### config.mk
export PLATFORM = sky130hd
export DESIGN_NAME = mem_bus_controller_flat
export DESIGN_NICKNAME = d
export VERILOG_FILES = /design/src/rtl/mem_bus_controller_pkg.sv /design/src/rtl/mem_bus_controller_if.sv /design/src/rtl/mem_byte_lane.sv /design/src/rtl/mem_bus_controller.sv /design/src/flat_wrapper.sv
export SDC_FILE = /design/constraint.sdc
export NUM_CORES = 1
export LEC_CHECK = 0
export ABC_AREA = 1
export BUFFER_PORTS_ARGS = -buffer_cell sky130_fd_sc_hd__clkbuf_2
export CELL_PAD_IN_SITES_DETAIL_PLACEMENT = 1
export CELL_PAD_IN_SITES_GLOBAL_PLACEMENT = 1
export CORE_MARGIN = 4
export CORE_UTILIZATION = 31
export CTS_CLUSTER_SIZE = 25
export DETAILED_ROUTE_END_ITERATION = 6
export GPL_TIMING_DRIVEN = 0
export PLACE_DENSITY = 0.87
export SYNTH_ARGS = -nofsm -noshare
export SYNTH_HDL_FRONTEND = slang
export SYNTH_SLANG_ARGS = --single-unit
### constraint.sdc
create_clock -name CLK -period 1.35 [get_ports CLK]
set_input_delay 0.2025 -clock CLK [delete_from_list [all_inputs] [get_ports CLK]]
set_output_delay 0.2025 -clock CLK [all_outputs]
set_load 0.01 [all_outputs]
### src/rtl/mem_bus_controller_pkg.sv
// Shared constants for the memory bus controller: FSM states, byte-enable codes, request encodings.
// Latency: n/a (declarations only).
// Backpressure: n/a.
package mem_bus_controller_pkg;

    // Controller sequencing states
    typedef enum logic [1:0] {
        MBC_STATE_IDLE   = 2'd0,
        MBC_STATE_SETUP  = 2'd1,
        MBC_STATE_STROBE = 2'd2,
        MBC_STATE_DONE   = 2'd3
    } mbc_state_e;

    // MEM_BE codes, bit0 = lane [7:0]
    localparam logic [1:0] BE_NONE = 2'b00;
    localparam logic [1:0] BE_LO   = 2'b01;
    localparam logic [1:0] BE_HI   = 2'b10;
    localparam logic [1:0] BE_BOTH = 2'b11;

    // Request strobe encodings shared with the instruction-group control mux
    localparam logic RDX_READ   = 1'b1;
    localparam logic WRX_WRITE  = 1'b1;
    localparam logic BYTEX_BYTE = 1'b1;
    localparam logic BYTEX_WORD = 1'b0;

    // Word accesses ignore address bit 0 (odd addresses are aligned down)
    function automatic logic [15:0] mbc_align_word(input logic [15:0] addr);
        return {addr[15:1], 1'b0};
    endfunction

endpackage

### src/rtl/mem_bus_controller_if.sv
// Request/response and external memory signals of the bus controller, grouped in one bundle.
// Latency: n/a (wiring only).
// Backpressure: busy from the slave stalls the master; mem_ready stretches the strobe.
interface mem_bus_controller_if;
    logic        start;
    logic        rdx;
    logic        wrx;
    logic        bytex;
    logic [15:0] addr_in;
    logic [15:0] wdata;
    logic [15:0] mem_din;
    logic        mem_ready;
    logic [15:0] mem_addr;
    logic [15:0] mem_dout;
    logic [1:0]  mem_be;
    logic        mem_rd_n;
    logic        mem_wr_n;
    logic        busy;
    logic [15:0] rdata;
    logic        rdata_valid;
    logic        bus_err;

    // Sequencer plus external memory side
    modport master (
        output start, rdx, wrx, bytex, addr_in, wdata, mem_din, mem_ready,
        input  mem_addr, mem_dout, mem_be, mem_rd_n, mem_wr_n, busy, rdata, rdata_valid, bus_err
    );

    // Controller side
    modport slave (
        input  start, rdx, wrx, bytex, addr_in, wdata, mem_din, mem_ready,
        output mem_addr, mem_dout, mem_be, mem_rd_n, mem_wr_n, busy, rdata, rdata_valid, bus_err
    );
endinterface

### src/rtl/mem_byte_lane.sv
// Little-endian byte-lane steering: write BE/data replication and read lane select with zero extend.
// Latency: combinational.
// Backpressure: none.
module mem_byte_lane
    import mem_bus_controller_pkg::*;
(
    input  logic        wr_bytex_i,
    input  logic        wr_addr0_i,
    input  logic [15:0] wdata_i,
    output logic [1:0]  be_o,
    output logic [15:0] dout_o,
    input  logic        rd_bytex_i,
    input  logic        rd_addr0_i,
    input  logic [15:0] mem_din_i,
    output logic [15:0] rdata_o
);

    // Write path: a byte is replicated on both lanes so the BE alone picks the target byte
    always_comb begin
        be_o   = BE_BOTH;
        dout_o = wdata_i;
        if (wr_bytex_i != BYTEX_WORD) begin
            be_o   = wr_addr0_i ? BE_HI : BE_LO;
            dout_o = {wdata_i[7:0], wdata_i[7:0]};
        end
    end

    // Read path: select the addressed lane and zero-extend it for byte reads
    always_comb begin
        rdata_o = mem_din_i;
        if (rd_bytex_i == BYTEX_BYTE) begin
            rdata_o = rd_addr0_i ? {8'h00, mem_din_i[15:8]} : {8'h00, mem_din_i[7:0]};
        end
    end

endmodule

### src/rtl/mem_bus_controller.sv
// Sequences one accepted RDX/WRX request into setup, strobe, wait-for-ready and done phases.
// Latency: accept edge + SETUP_CYCLES + strobe cycles; read data valid one cycle after ready (min 3 edges).
// Backpressure: BUSY stalls the sequencer until DONE; MEM_READY low stretches STROBE (optional abort: MEM_BUS_TIMEOUT_EN).
module mem_bus_controller
    import mem_bus_controller_pkg::*;
#(
    parameter int SETUP_CYCLES   = 1,    // legal 1..4
    parameter int TIMEOUT_CYCLES = 255   // only used with MEM_BUS_TIMEOUT_EN
) (
    input  logic              CLK,
    input  logic              RESET_N,
    mem_bus_controller_if.slave bus
);

    localparam logic [2:0] SETUP_LAST = 3'(SETUP_CYCLES - 1);

    mbc_state_e  state_q;
    logic [2:0]  setup_cnt_q;
    logic        is_wr_q;
    logic        bytex_q;
    logic [15:0] mem_addr_q;
    logic [15:0] mem_dout_q;
    logic [1:0]  mem_be_q;
    logic        mem_rd_n_q;
    logic        mem_wr_n_q;
    logic        busy_q;
    logic [15:0] rdata_q;
    logic        rdata_valid_q;
    logic        bus_err_q;

    logic        req_rd;
    logic        req_wr;
    logic [1:0]  be_d;
    logic [15:0] dout_d;
    logic [15:0] rd_lane_d;

    // A write strobe wins when both request strobes are set
    assign req_rd = (bus.rdx == RDX_READ);
    assign req_wr = (bus.wrx == WRX_WRITE);

    mem_byte_lane u_lane (
        .wr_bytex_i (bus.bytex),
        .wr_addr0_i (bus.addr_in[0]),
        .wdata_i    (bus.wdata),
        .be_o       (be_d),
        .dout_o     (dout_d),
        .rd_bytex_i (bytex_q),
        .rd_addr0_i (mem_addr_q[0]),
        .mem_din_i  (bus.mem_din),
        .rdata_o    (rd_lane_d)
    );

`ifdef MEM_BUS_TIMEOUT_EN
    localparam logic [15:0] TIMEOUT_LAST = 16'(TIMEOUT_CYCLES - 1);
    logic [15:0] to_cnt_q;
`else
    logic unused_timeout_cfg;
    assign unused_timeout_cfg = (TIMEOUT_CYCLES != 0);
`endif

    // Access sequencer with all bus-facing outputs registered
    always_ff @(posedge CLK or negedge RESET_N) begin
        if (!RESET_N) begin
            state_q       <= MBC_STATE_IDLE;
            setup_cnt_q   <= '0;
            is_wr_q       <= 1'b0;
            bytex_q       <= 1'b0;
            mem_addr_q    <= '0;
            mem_dout_q    <= '0;
            mem_be_q      <= BE_NONE;
            mem_rd_n_q    <= 1'b1;
            mem_wr_n_q    <= 1'b1;
            busy_q        <= 1'b0;
            rdata_q       <= '0;
            rdata_valid_q <= 1'b0;
            bus_err_q     <= 1'b0;
`ifdef MEM_BUS_TIMEOUT_EN
            to_cnt_q      <= '0;
`endif
        end else begin
            rdata_valid_q <= 1'b0;
            case (state_q)
                MBC_STATE_IDLE: begin
                    if (bus.start && (req_rd || req_wr)) begin
                        is_wr_q     <= req_wr;
                        bytex_q     <= bus.bytex;
                        mem_addr_q  <= (bus.bytex == BYTEX_BYTE) ? bus.addr_in
                                                                 : mbc_align_word(bus.addr_in);
                        mem_be_q    <= be_d;
                        mem_dout_q  <= dout_d;
                        busy_q      <= 1'b1;
                        setup_cnt_q <= '0;
                        state_q     <= MBC_STATE_SETUP;
                    end
                end
                MBC_STATE_SETUP: begin
                    if (setup_cnt_q == SETUP_LAST) begin
                        setup_cnt_q <= '0;
                        mem_rd_n_q  <= is_wr_q;
                        mem_wr_n_q  <= !is_wr_q;
`ifdef MEM_BUS_TIMEOUT_EN
                        to_cnt_q    <= '0;
`endif
                        state_q     <= MBC_STATE_STROBE;
                    end else begin
                        setup_cnt_q <= setup_cnt_q + 3'd1;
                    end
                end
                MBC_STATE_STROBE: begin
                    if (bus.mem_ready) begin
                        mem_rd_n_q <= 1'b1;
                        mem_wr_n_q <= 1'b1;
                        busy_q     <= 1'b0;
                        if (!is_wr_q) begin
                            rdata_q       <= rd_lane_d;
                            rdata_valid_q <= 1'b1;
                        end
                        state_q    <= MBC_STATE_DONE;
                    end
`ifdef MEM_BUS_TIMEOUT_EN
                    else if (to_cnt_q == TIMEOUT_LAST) begin
                        // Abort: reads return all-ones and the error stays flagged until reset
                        mem_rd_n_q <= 1'b1;
                        mem_wr_n_q <= 1'b1;
                        busy_q     <= 1'b0;
                        bus_err_q  <= 1'b1;
                        if (!is_wr_q) begin
                            rdata_q       <= 16'hFFFF;
                            rdata_valid_q <= 1'b1;
                        end
                        state_q    <= MBC_STATE_DONE;
                    end else begin
                        to_cnt_q <= to_cnt_q + 16'd1;
                    end
`endif
                end
                MBC_STATE_DONE: begin
                    // IDLE must be visited before the next request can be accepted
                    state_q <= MBC_STATE_IDLE;
                end
                default: state_q <= MBC_STATE_IDLE;
            endcase
        end
    end

    assign bus.mem_addr    = mem_addr_q;
    assign bus.mem_dout    = mem_dout_q;
    assign bus.mem_be      = mem_be_q;
    assign bus.mem_rd_n    = mem_rd_n_q;
    assign bus.mem_wr_n    = mem_wr_n_q;
    assign bus.busy        = busy_q;
    assign bus.rdata       = rdata_q;
    assign bus.rdata_valid = rdata_valid_q;
    assign bus.bus_err     = bus_err_q;

endmodule

### src/flat_wrapper.sv
// flat-port wrapper written by rule: the top's interface ports become plain ports
module mem_bus_controller_flat import mem_bus_controller_pkg::*;
#(
    parameter int SETUP_CYCLES   = 1,                 
    parameter int TIMEOUT_CYCLES = 255                                       
)
  (CLK, RESET_N, bus_start, bus_rdx, bus_wrx, bus_bytex, bus_addr_in, bus_wdata, bus_mem_din, bus_mem_ready, bus_mem_addr, bus_mem_dout, bus_mem_be, bus_mem_rd_n, bus_mem_wr_n, bus_busy, bus_rdata, bus_rdata_valid, bus_bus_err);
  mem_bus_controller_if bus_i ();
  input  logic CLK;
  input  logic RESET_N;
  input wire logic [$bits(bus_i.start)-1:0] bus_start;
  input wire logic [$bits(bus_i.rdx)-1:0] bus_rdx;
  input wire logic [$bits(bus_i.wrx)-1:0] bus_wrx;
  input wire logic [$bits(bus_i.bytex)-1:0] bus_bytex;
  input wire logic [$bits(bus_i.addr_in)-1:0] bus_addr_in;
  input wire logic [$bits(bus_i.wdata)-1:0] bus_wdata;
  input wire logic [$bits(bus_i.mem_din)-1:0] bus_mem_din;
  input wire logic [$bits(bus_i.mem_ready)-1:0] bus_mem_ready;
  output wire logic [$bits(bus_i.mem_addr)-1:0] bus_mem_addr;
  output wire logic [$bits(bus_i.mem_dout)-1:0] bus_mem_dout;
  output wire logic [$bits(bus_i.mem_be)-1:0] bus_mem_be;
  output wire logic [$bits(bus_i.mem_rd_n)-1:0] bus_mem_rd_n;
  output wire logic [$bits(bus_i.mem_wr_n)-1:0] bus_mem_wr_n;
  output wire logic [$bits(bus_i.busy)-1:0] bus_busy;
  output wire logic [$bits(bus_i.rdata)-1:0] bus_rdata;
  output wire logic [$bits(bus_i.rdata_valid)-1:0] bus_rdata_valid;
  output wire logic [$bits(bus_i.bus_err)-1:0] bus_bus_err;
  assign bus_i.start = bus_start;
  assign bus_i.rdx = bus_rdx;
  assign bus_i.wrx = bus_wrx;
  assign bus_i.bytex = bus_bytex;
  assign bus_i.addr_in = bus_addr_in;
  assign bus_i.wdata = bus_wdata;
  assign bus_i.mem_din = bus_mem_din;
  assign bus_i.mem_ready = bus_mem_ready;
  assign bus_mem_addr = bus_i.mem_addr;
  assign bus_mem_dout = bus_i.mem_dout;
  assign bus_mem_be = bus_i.mem_be;
  assign bus_mem_rd_n = bus_i.mem_rd_n;
  assign bus_mem_wr_n = bus_i.mem_wr_n;
  assign bus_busy = bus_i.busy;
  assign bus_rdata = bus_i.rdata;
  assign bus_rdata_valid = bus_i.rdata_valid;
  assign bus_bus_err = bus_i.bus_err;
  mem_bus_controller #(.SETUP_CYCLES(SETUP_CYCLES), .TIMEOUT_CYCLES(TIMEOUT_CYCLES)) u_core (.CLK(CLK), .RESET_N(RESET_N), .bus(bus_i));
endmodule
==> impl_metrics.py <==
metrics = {
    "run_status": {
        "status": "finished with violations",
        "violations": "negative hold slack, negative setup slack",
    },
    "power_and_ir_drop": {
        "fin_total_pwr_uw": 8670,
        "p_leak_uw": 0.002128,
        "ir_drop_mv": 0.8835,
        "p_per_area_nw_per_um2": 2218,
    },
    "global_route": {
        "antenna_found_initial": 0,
        "grt_pass1_wl_um": 13740,
        "first_global_vias": 2901,
        "grt_max_degree": 62,
        "grt-ovfl-total": 0,
        "grtUsageTotal_pct": 16.86,
    },
    "floorplan": {
        "die-width_um": 101.5,
        "initial_core_util_pct": 32.36,
        "fp-row-count": 33,
        "die_area_um2": 10310,
        "fp.dieH_um": 101.5,
        "num_io_pins": 110,
        "core_um2": 8382,
    },
    "final_layout": {
        "area_growth_syn_to_layout_pct": 44.10,
        "antenna_cells": 0,
        "final_cell_count_no_fill": 568,
        "final_util_pct": 46.63,
        "fillers": 1031,
        "nNetsFinal": 519,
        "design_area_um2": 3909,
        "drive_above_1_share_pct": 42.12,
    },
    "clock_tree": {
        "clkTransAtPathRegs_ps": 70,
        "cts_tree": "done",
        "cts-root-buf": "clkbuf_8",
        "hold_buffers": 0,
        "numCtsBuffers": 9,
        "htree_levels": 3,
        "clock_tree.buffer_depth": 2,
        "cts_num_sinks": 61,
        "clkLatencyLatePin_ps": 330,
    },
    "placed_design": {
        "dp_slack_ps": -264.4,
        "gp_congestion": 0.7509,
        "post-place-cells": 538,
        "dp_hpwl_um": 6051,
        "portBuffers": 108,
        "placed_area_um2": 3387,
    },
    "worst_setup_path": {
        "path_class": "reg -> reg",
        "path_cells": "buf_6, ha_4, inv_1, nor2_2, a21oi_2, nand2_1, nand2_1, nand2_1",
        "cp-start-kind": "register",
        "worst-path-stages": 8,
        "crit_slowest_cell": "dfrtp_1",
        "critical-path-top-delay-family": "flip-flops",
        "worstPathMaxFanout": 5,
        "ff2ff_setup_slack_ps": -20,
        "r2r-end": "u_core.state_q[1]",
        "r2r_start": "u_core.state_q[1]",
        "startpoint": "u_core.state_q[1]",
        "arrival_ps": 1590,
        "r2r_cells": 8,
        "cpMostUsedCell": "nand2_1",
        "end_kind": "register",
        "path_buf_inv": 2,
        "crit_required_ps": 1570,
        "slowest_delay_ps": 410,
    },
    "timing": {
        "timing.slew.headroom_pct": 43.60,
        "setup_viol": 3,
        "worst_pin_slew_ps": 846.0,
        "fmax_mhz": 731.0,
        "min_period_ps": 1368,
        "fin_skew_ps": 10.48,
        "fin_crit_sh_pct": 101.3,
        "whs_ps": -8.525,
        "layout_setup_ws_ps": -18.04,
        "rsz0062_at_grt": "yes",
        "hold_viol_final": 3,
        "slew_viol_final": 0,
    },
    "synthesis": {
        "ys_warn_count": 1,
        "seq_area_frac_synth_pct": 56.37,
        "synthMuxAreaShare_pct": 0,
        "synthArstFlopShare_pct": 100.0,
        "ys.flop_type": "dfrtp_1",
        "postSynthCellCount": 325,
        "synth_cell_types": 20,
        "synthesis.area_um2": 2713,
        "synthSimpleGateAreaFrac_pct": 25.18,
        "synth_top_family_by_area": "simple AND/OR/NAND/NOR gates",
        "synth_xor_area_share_pct": 0,
        "syn_area_per_cell_um2": 8.346,
        "synth_edf_count": 0,
        "synth_nets": 386,
        "synth_compound_area_share_pct": 8.994,
        "synth_seq_cells": 61,
        "synth_fa_ha_area_share_pct": 2.768,
    },
    "route": {
        "firstDrtPassIters": 4,
        "drt_iter0_markers": 50,
        "ant_nets": 0,
        "wire_per_inst_um": 15.09,
        "wirelength_um": 8573,
        "vias": 2678,
        "avgViaCountPerCell": 4.715,
        "drc_errors": 0,
    },
    "min_path": {
        "hold_class": "in -> async",
    },
    "run": {
        "cap_viol_max_count": 0,
    },
}
[registers in the layout, summed over array words and instances (netlist names)]
signal                  flops
u_core.setup_cnt_q          3
u_core.state_q              2
u_core.bytex_q              1
u_core.is_wr_q              1
u_core.bus.mem_be           2
u_core.bus.rdata_valid      1
u_core.bus.mem_dout        16
u_core.bus.mem_rd_n         1
u_core.bus.busy             1
u_core.bus.mem_addr        16
u_core.bus.rdata           16
u_core.bus.mem_wr_n         1
[where the power goes]
part	internal (uW)	total, uW	switching (uW)
clock network	899	1640	738
logic	1670	3870	2190
registers	2650	3160	518
total	5220	8670	3450
[synthesized netlist by cell type, types with 2 or more instances]
master    instances  share of area, %
buf_2             6               1.1
dfstp_2           2               1.9
nand2_1         141                20
nand3_1          12               2.2
a21oi_1          16               3.0
buf_4             4               1.1
dfrtp_1          59                54
ha_1              6               2.8
clkbuf_1          2              0.28
o21ai_0          31               5.7
inv_1            21               2.9
nor2_1           16               2.2
buf_6             2              0.83
[kinds of logic after synthesis]
| family | Yosys count |
|---|---|
| flops | 61 |
| fa+ha+maj | 6 |
| simple gates | 172 |
| buf+inv | 37 |
| other cells | 1 |
| compound gates | 48 |
[repair_timing]
item	in CTS	in global routing
pin swaps	3	14
cloned	0	1
buffers inserted	10	3
gates resized for setup	15	66
endpoints found under the setup margin	60	47
endpoints found under the hold margin	0	0
[placed cells by master (no fill, tap or decap), types with 3 or more instances in the layout]
cell type,count
nor2_1,13
buf_2,4
nand2_4,5
clkbuf_2,107
inv_1,19
nand2_2,19
nand2_1,117
buf_6,8
o21ai_0,18
a21oi_1,15
o21ai_1,9
o21ai_2,4
buf_4,13
clkbuf_8,10
ha_1,3
dfrtp_1,59
nand3_1,12
clkinv_2,3
[layer usage]
metal | share of wire, % | wire [um] | GRT usage (%) | up-vias
met4 | 1.1 | 93 | 5.317 | 0
li1 | - | - | - | 1281
met3 | 6.5 | 554 | 4.270 | 12
met5 | 0 | 0 | 0 | -
met1 | 43 | 3649 | 21.25 | 1299
met2 | 50 | 4277 | 28.37 | 86
[area by class of cell]
class	count	area, um2	share of cell area [%]
Sequential cell	61	1529	39.12
Clock inverter	4	47.55	1.216
Tap cell	105	131.4	3.361
Buffer	14	125.1	3.201
Inverter	23	92.59	2.369
Clock buffer	12	145.1	3.713
Timing Repair Buffer	122	680.7	17.41
Multi-Input combinational cell	227	1157	29.61
[per-stage QoR]
stage                     hold slack (ps)  TNS, ps
after global routing                60.96    -1155
after detailed placement            398.2    -9331
after CTS                           31.37        0
after global placement              395.8   -22560
after floorplan                    -93.09        0
final                              -8.525   -24.54
[worst max-delay path by stage]
stage | to | slack, ps
floorplan | u_core.bus.rdata[2] | 3
global placement | u_core.bus.rdata_valid | -300
detailed placement | u_core.bus.rdata[4] | -260
CTS | u_core.bus.mem_addr[1] | 0.4
global route | u_core.bus.rdata[4] | -70
finish | u_core.state_q[1] | -20
(Power assumes the default switching activity.)
